==> src/rtl/proc_io_pkg.sv <==
// Shared constants for the processor I/O bridge: register map addresses,
// status word bit positions and control word bit positions.
package proc_io_pkg;

  // Read map (processor input addresses)
  localparam int IO_DATA = 0;
  localparam int IO_STAT = 1;

  // Write map (processor output addresses)
  localparam int IO_CTRL = 1;

  // Status word bit positions
  localparam int STAT_IN_EMPTY  = 8;
  localparam int STAT_OUT_FULL  = 9;
  localparam int STAT_UNDERFLOW = 10;
  localparam int STAT_OVERFLOW  = 11;

  // Control word bit positions
  localparam int CTRL_IEN     = 0;
  localparam int CTRL_CLR     = 1;
  localparam int CTRL_THR_LSB = 2;

endpackage

==> src/rtl/io_sync_fifo.sv <==
// Synchronous first-word-fall-through FIFO with occupancy count and a
// clear strobe that empties it regardless of push/pop in the same cycle.
module io_sync_fifo #(
  parameter int NBDATA = 16,
  parameter int DEPTH  = 8
) (
  input  logic                     clk,
  input  logic                     rst,
  input  logic                     clr,
  input  logic                     push,
  input  logic [NBDATA-1:0]        din,
  input  logic                     pop,
  output logic [NBDATA-1:0]        dout,
  output logic                     full,
  output logic                     empty,
  output logic [$clog2(DEPTH):0]   count
);

  localparam int PTRW = $clog2(DEPTH);

  logic [NBDATA-1:0]   r_mem [DEPTH];
  logic [PTRW-1:0]     r_wrPtr;
  logic [PTRW-1:0]     r_rdPtr;
  logic [PTRW:0]       r_count;
  logic                w_doPush;
  logic                w_doPop;

  assign full     = (r_count == (PTRW+1)'(DEPTH));
  assign empty    = (r_count == '0);
  assign count    = r_count;
  assign w_doPush = push && !full;
  assign w_doPop  = pop && !empty;
  assign dout     = empty ? '0 : r_mem[r_rdPtr];

  // Storage array; stale entries are harmless because pointers gate visibility
  always_ff @(posedge clk) begin
    if (w_doPush) begin
      r_mem[r_wrPtr] <= din;
    end
  end

  // Pointer and occupancy tracking; reset and clear both empty the FIFO
  always_ff @(posedge clk) begin
    if (rst || clr) begin
      r_wrPtr <= '0;
      r_rdPtr <= '0;
      r_count <= '0;
    end else begin
      if (w_doPush) begin
        r_wrPtr <= r_wrPtr + 1'b1;
      end
      if (w_doPop) begin
        r_rdPtr <= r_rdPtr + 1'b1;
      end
      case ({w_doPush, w_doPop})
        2'b10:   r_count <= r_count + 1'b1;
        2'b01:   r_count <= r_count - 1'b1;
        default: r_count <= r_count;
      endcase
    end
  end

endmodule

==> src/rtl/proc_io_bridge.sv <==
// Peripheral-side responder for the processor I/O port: serves reads from an
// ingress stream FIFO, queues writes into an egress stream FIFO, keeps
// underflow/overflow sticky flags and raises itr from the ingress fill level.
module proc_io_bridge
  import proc_io_pkg::*;
#(
  parameter int NUBITS = 16,
  parameter int NUIOIN = 2,
  parameter int NUIOOU = 2,
  parameter int FDEPTH = 8,
  parameter int FCNTW  = $clog2(FDEPTH) + 1
) (
  input  logic                      clk,
  input  logic                      rst,
  input  logic                      req_in,
  input  logic [$clog2(NUIOIN)-1:0] addr_in,
  output logic [NUBITS-1:0]         io_in,
  input  logic                      out_en,
  input  logic [$clog2(NUIOOU)-1:0] addr_out,
  input  logic [NUBITS-1:0]         io_out,
  output logic                      itr,
  input  logic [NUBITS-1:0]         s_data,
  input  logic                      s_valid,
  output logic                      s_ready,
  output logic [NUBITS-1:0]         m_data,
  output logic                      m_valid,
  input  logic                      m_ready
);

  localparam int AIW = $clog2(NUIOIN);
  localparam int AOW = $clog2(NUIOOU);

  logic              r_underflow;
  logic              r_overflow;
  logic              r_ien;
  logic [FCNTW-1:0]  r_thresh;
  logic              r_itr;

  logic              w_rdData;
  logic              w_rdStat;
  logic              w_wrData;
  logic              w_wrCtrl;
  logic              w_clr;
  logic              w_underEvt;
  logic              w_overEvt;
  logic [NUBITS-1:0] w_inHead;
  logic              w_inFull;
  logic              w_inEmpty;
  logic [FCNTW-1:0]  w_inCount;
  logic              w_outFull;
  logic              w_outEmpty;
  logic [FCNTW-1:0]  w_outCount;
  logic [NUBITS-1:0] w_status;

  assign w_rdData   = req_in && (addr_in == AIW'(IO_DATA));
  assign w_rdStat   = req_in && (addr_in == AIW'(IO_STAT));
  assign w_wrData   = out_en && (addr_out == AOW'(IO_DATA));
  assign w_wrCtrl   = out_en && (addr_out == AOW'(IO_CTRL));
  assign w_clr      = w_wrCtrl && io_out[CTRL_CLR];
  assign w_underEvt = w_rdData && w_inEmpty && !w_clr;
  assign w_overEvt  = w_wrData && w_outFull && !w_clr;

  assign s_ready = !w_inFull;
  assign m_valid = !w_outEmpty;
  assign itr     = r_itr;

  io_sync_fifo #(.NBDATA(NUBITS), .DEPTH(FDEPTH)) u_inFifo (
    .clk   (clk),
    .rst   (rst),
    .clr   (w_clr),
    .push  (s_valid && s_ready),
    .din   (s_data),
    .pop   (w_rdData),
    .dout  (w_inHead),
    .full  (w_inFull),
    .empty (w_inEmpty),
    .count (w_inCount)
  );

  io_sync_fifo #(.NBDATA(NUBITS), .DEPTH(FDEPTH)) u_outFifo (
    .clk   (clk),
    .rst   (rst),
    .clr   (w_clr),
    .push  (w_wrData),
    .din   (io_out),
    .pop   (m_valid && m_ready),
    .dout  (m_data),
    .full  (w_outFull),
    .empty (w_outEmpty),
    .count (w_outCount)
  );

  // Sticky error flags: a new event beats a status-read clear in the same cycle
  always_ff @(posedge clk) begin
    if (rst) begin
      r_underflow <= 1'b0;
      r_overflow  <= 1'b0;
    end else begin
      if (w_underEvt) begin
        r_underflow <= 1'b1;
      end else if (w_rdStat) begin
        r_underflow <= 1'b0;
      end
      if (w_overEvt) begin
        r_overflow <= 1'b1;
      end else if (w_rdStat) begin
        r_overflow <= 1'b0;
      end
    end
  end

  // Control register; the clear bit acts as a strobe and is not stored
  always_ff @(posedge clk) begin
    if (rst) begin
      r_ien    <= 1'b0;
      r_thresh <= '0;
    end else if (w_wrCtrl) begin
      r_ien    <= io_out[CTRL_IEN];
      r_thresh <= io_out[CTRL_THR_LSB +: FCNTW];
    end
  end

  // Level interrupt from the ingress fill level against the programmed threshold
  always_ff @(posedge clk) begin
    if (rst) begin
      r_itr <= 1'b0;
    end else begin
      r_itr <= r_ien && (w_inCount != '0) && (w_inCount >= r_thresh);
    end
  end

  // Status word assembly; the egress count is not exposed, only its full flag
  always_comb begin
    w_status                 = '0;
    w_status[FCNTW-1:0]      = w_inCount;
    w_status[STAT_IN_EMPTY]  = w_inEmpty;
    w_status[STAT_OUT_FULL]  = w_outFull && (w_outCount != '0);
    w_status[STAT_UNDERFLOW] = r_underflow;
    w_status[STAT_OVERFLOW]  = r_overflow;
  end

  // Zero-latency read mux so the processor samples data in the req_in cycle
  always_comb begin
    io_in = '0;
    if (addr_in == AIW'(IO_DATA)) begin
      io_in = w_inHead;
    end else if (addr_in == AIW'(IO_STAT)) begin
      io_in = w_status;
    end
  end

endmodule

==> config.mk <==
export PLATFORM = sky130hd
export DESIGN_NAME = proc_io_bridge
export DESIGN_NICKNAME = d
export VERILOG_FILES = /design/src/rtl/proc_io_pkg.sv /design/src/rtl/io_sync_fifo.sv /design/src/rtl/proc_io_bridge.sv
export SDC_FILE = /design/constraint.sdc
export NUM_CORES = 1
export LEC_CHECK = 0
export CAP_MARGIN = 20
export CORE_MARGIN = 2
export CORE_UTILIZATION = 55
export DETAILED_ROUTE_END_ITERATION = 10
export HOLD_SLACK_MARGIN = 0.1
export PLACE_DENSITY = 0.78
export SLEW_MARGIN = 25
export SYNTH_ARGS = -nofsm -noshare
export SYNTH_HDL_FRONTEND = slang
export SYNTH_SLANG_ARGS = --single-unit
==> constraint.sdc <==
create_clock -name clk -period 4.79 [get_ports clk]
set_input_delay 0.479 -clock clk [delete_from_list [all_inputs] [get_ports clk]]
set_output_delay 0.479 -clock clk [all_outputs]
set_load 0.1 [all_outputs]
== After elaboration in Yosys (flattened, before gate mapping) ==
Memory sizes are Yosys's and may differ from the RTL's. A register that Yosys moved wholly into a read port is not among the register bits.
Cells that the tools add are included.

* RAM bits: 256
* Input bits: 40
* Word-level logic and storage cells: 78
* Register bits after elaboration: 28
* Memories kept: 2
* Output and inout port bits: 35

{| class="wikitable"
|+ Memories
! memory !! words !! bits a word !! rd ports !! clocked after memory_dff !! write ports !! RTL line !! RTL
|-
| u_inFifo.r_mem || 8 || 16 || 1 || 1 || 1 || io_sync_fifo.sv:21 || <nowiki>logic [NBDATA-1:0] r_mem [DEPTH];</nowiki>
|-
| u_outFifo.r_mem || 8 || 16 || 1 || 1 || 1 || io_sync_fifo.sv:21 ||
|}

* Order comparisons: 1
* Reductions and logical operators: 32
* $add $sub $neg: 8
* Bitwise logic cells: 2
* Mux-type cells: 16
* Equality and inequality tests: 6

{| class="wikitable"
|+ Operators by type and width
! kind !! number
|-
| $mux W16 || 3
|-
| $logic_and A1 B1 Y1 || 18
|-
| $pmux W4 S2 || 2
|-
| $add A3 B1 Y3 const B || 4
|-
| $mux W3 || 4
|-
| $add A4 B1 Y4 const B || 2
|-
| $eq A4 B4 Y1 const B || 2
|-
| $logic_not A4 Y1 || 2
|-
| $reduce_bool A2 Y1 || 4
|-
| $reduce_bool A4 Y1 || 2
|-
| $sub A4 B1 Y4 const B || 2
|-
| $mux W1 || 7
|-
| $logic_not A1 Y1 || 5
|-
| $eq A2 B1 Y1 const B || 2
|-
| $eq A2 B2 Y1 const B || 2
|-
| $ge A4 B4 Y1 || 1
|-
| $not A1 Y1 || 2
|-
| $logic_or A1 B1 Y1 || 1
|}

== Longest topological paths before layout ==
* Depth in word-level cells: 6
* Depth in mapped cells: 12
* Mapped depth without buffers: 10

== By module ==
A second synthesis with hierarchy kept.

* Cell total of the unflattened synthesis: 634
* Area, all modules: 11735.0 sq um

{| class="wikitable"
|+ Modules (own cells, without submodules)
! module !! instances !! area an instance (sq um) !! cells each
|-
| io_sync_fifo at u_inFifo || 1 || 5571.6 || 279
|-
| io_sync_fifo at u_outFifo || 1 || 5566.6 || 279
|-
| proc_io_bridge || 1 || 596.8 || 76
|}

== Worst setup path before layout ==
No wires, ideal clock.

* Kind: register -> output
* Start: register u_inFifo.r_count[2] (netlist: u_inFifo.count[2])
* End: output io_in[11]
* Setup slack: 0.945 ns
* Arrival time: 3.366 ns
* Stages on the path, launching flop included: 6
* Required time: 4.311 ns
* Cells stage by stage: dfxtp_1 > nor4_4 > or2_2 > buf_2 > buf_6 > o31ai_1

* Word-level cells in the longest chain between the ends: 3

{| class="wikitable"
|+ RTL lines
! item !! RTL line !! RTL
|-
| start: declaration || io_sync_fifo.sv:24 || <nowiki>logic [PTRW:0] r_count;</nowiki>
|-
| start signal: assignment || io_sync_fifo.sv:56 || <nowiki>2'b10: r_count <= r_count + 1'b1;</nowiki>
|-
| start signal: assignment || io_sync_fifo.sv:57 || <nowiki>2'b01: r_count <= r_count - 1'b1;</nowiki>
|-
| start signal: assignment || io_sync_fifo.sv:58 || <nowiki>default: r_count <= r_count;</nowiki>
|-
| $logic_not A4 Y1 || io_sync_fifo.sv:29 || <nowiki>assign empty = (r_count == '0);</nowiki>
|-
| $mux W16 || io_sync_fifo.sv:33 || <nowiki>assign dout = empty ? '0 : r_mem[r_rdPtr];</nowiki>
|-
| $mux W16 || proc_io_bridge.sv:145 || <nowiki>if (addr_in == AIW'(IO_DATA)) begin</nowiki>
|-
| end: declaration || proc_io_bridge.sv:17 || <nowiki>output logic [NUBITS-1:0] io_in,</nowiki>
|}

Every way passes these cells.

==> out/results.ini <==
[die]
ios = 75
start_util = 0.5647
chipWidth_um = 148.8
rows = 52
core_mm2 = 0.02043
die_h_um = 148.8
dieArea_mm2 = 0.02215

[grt]
globalRoute.totalOverflow = 0
grt_start_max_net_pins = 33
grt_usage = 0.2050
grt_pass1_vias = 6177
antenna_found_initial = 0
grt_pass1_wl_mm = 34.65

[cts]
ctsResizeCount = 0
cts_tree = done
clk_latency_ns = 0.54
hold_buffers = 0
cts_inserted_buffers = 29
clk_pin_slew_ns = 0.06
clkSinkCount = 290
postCtsSetupRepairBufs = 0
htreeDepth = 1
cts.path.max_buffers = 3
cts-root-buf = clkbuf_16

[critical_path]
crit_path_max_fanout = 20
cp_cell_sequence = buf_4, mux4_2, mux2i_1, nor2_1, clkdlybuf4s50_1
worstRegToRegCells = 9
end_kind = primary output
start_kind = register
crit_type = register to primary output
path_buf_inv = 2
cp_data_arrival_time_ns = 3.39
slowest_stage = clkdlybuf4s50_1
critPathTopFamily = buffers and inverters
worst-path-stages = 5
cp.required_ns = 4.31
slowest_delay_ns = 0.98

[drt]
routed_wl_mm = 22.05
drt-vias-per-instance = 5.828
drt_iter0_markers = 458
drc_errors = 0
firstDrtPassIters = 5
detail-route-antenna-nets = 0
via_count = 5945
drt-wirelength-per-cell_um = 21.61

[sta]
setup-tns-final_ns = 0
rsz0062_at_grt = false
tightest_slew_ns = 1.006
max_freq_mhz = 258.4
finalSetupViolations = 0
slew_viol_final = 0
period_needed_ns = 3.871
hold_viol_final = 0
fin_worst_skew_ns = 0.007443
post-route-period-util = 0.8081
relSlewSlack = 0.3272

[placed_design]
gp_congestion = 0.7776
port_buffers = 74
place_hpwl_mm = 13.34
dp.cells = 964

[synth]
synthTopCellsByArea = edfxtp_1, mux4_2, dfxtp_1
netlist.area_leader.share = 0.6664
synth_seq_cells = 290
syn_nets = 693
yosysWarningCount = 0
synth_ff_type = edfxtp_1
syn_area_per_cell_um2 = 18.05
syn_area_mm2 = 0.01154
ys_seq_area_frac = 0.7254
async_flop_share = 0
synth_edf_count = 256
synthCells = 639
yosysTopAreaCell = edfxtp_1
synth.distinct_cells = 50

[power]
p_leak_nw = 4.291
vdd_drop_max_v = 0.0004190
power.density_mw_per_mm2 = 496.0

[layout]
drive_gt1_frac = 0.2093
antenna-diode-count = 0
syn_to_final_growth_pct = 17.28
final_nets = 781
finalNonFillerCells = 1020

[status]
outcome = finished clean

[worst_hold_path]
min_path_type = register to register
min_delay_path_depth = 2

[flow_run]
max_cap_viol_count = 0

where the power goes:
group          internal (mW)  switching, mW
logic                  0.524           1.20
registers               2.82         0.0889
clock network           1.19          0.888
total                   4.53           2.18
layout make-up:
class	count	area, um^2
flip-flops and latches	290	8372
fillers	1317	6900
multi-input cells	306	3054
repair buffers	91	859.6
clock buffers	41	780.7
well taps	270	337.8
clock inverters	13	91.34
inverters	9	33.78
flip-flops by register name (all words and copies together) (netlist names), 4 cells and up, named ones only:
register,cells
r_thresh,4
u_inFifo.count,4
u_inFifo.r_mem,128
u_outFifo.count,4
u_outFifo.r_mem,128
metal layers:
layer	vias up	wire length [um]	share of wire	global-route usage
met4	0	411	0.019	0.05238
met5	-	0	0	0
met3	35	1334	0.061	0.03119
li1	2693	-	-	-
met1	3036	9097	0.41	0.2870
met2	181	11200	0.51	0.3442
stage by stage:
| step | hold slack, ns | area [um^2] | setup WS, ns | util | total power [mW] |
|---|---|---|---|---|---|
| 4_1_cts | 0.4636 | 13490 | 0.8451 | 0.6602 | 6.744 |
| 3_5_place_dp | 0.4562 | 12620 | 1.296 | 0.6175 | 4.694 |
| 6_report | 0.4625 | 13530 | 0.9193 | 0.6622 | 6.711 |
| 5_1_grt | 0.5000 | 13530 | 0.7023 | 0.6622 | 6.933 |
| 3_3_place_gp | 0.4540 | 12610 | 1.410 | 0.6175 | 4.656 |
| 2_1_floorplan | 0.4315 | 11540 | 0.9449 | - | 4.284 |
cells in the mapped netlist (all sizes together), types with 2 or more instances:
library cell,number
nand2b,6
o22ai,7
or3,2
nor2,59
xor2,10
dfxtp,34
nand3,12
nor3,7
buf,19
nor4b,3
o21ai,10
o31ai,8
nor2b,2
nor4,3
clkbuf,15
ha,14
nand2,27
xnor2,3
mux2i,28
a21oi,15
inv,9
mux2,15
or4b,2
mux4,56
edfxtp,256
and2,2
cell usage in the layout, fill, tap and decap left out, drive strengths merged, types with 8 or more instances in the layout:
master / count
ha: 14
clkbuf: 41
nand2: 27
mux4: 56
o31ai: 8
mux2: 15
clkdlybuf4s50: 66
o21ai: 10
nand3: 12
mux2i: 28
clkinv: 10
nor2: 59
xor2: 10
a21oi: 15
inv: 11
buf: 25
dfxtp: 34
edfxtp: 256
worst min-delay path, cell delays in order (launching register included):
cell and delay, ns:
dfxtp_1 0.31, nand2_1 0.05, a21oi_1 0.05
logic make-up after synthesis:
group,share of synthesized area
compound gates,0.02603
xor+xnor,0.01052
fa+ha+maj,0.01518
buf+inv,0.01822
flops,0.7254
mux,0.1483
simple gates,0.05640
final timing paths:
path / start / end / slack [ns]
worst max-delay path: register / io_in[4] / 0.92
worst min-delay path: r_ien / r_ien / 0.46
worst max register to register: u_inFifo.count[1] / u_inFifo.count[2] / 2.04
worst min register to register: r_ien / r_ien / 0.46
Note: power is estimated with default switching activity, not from simulation.
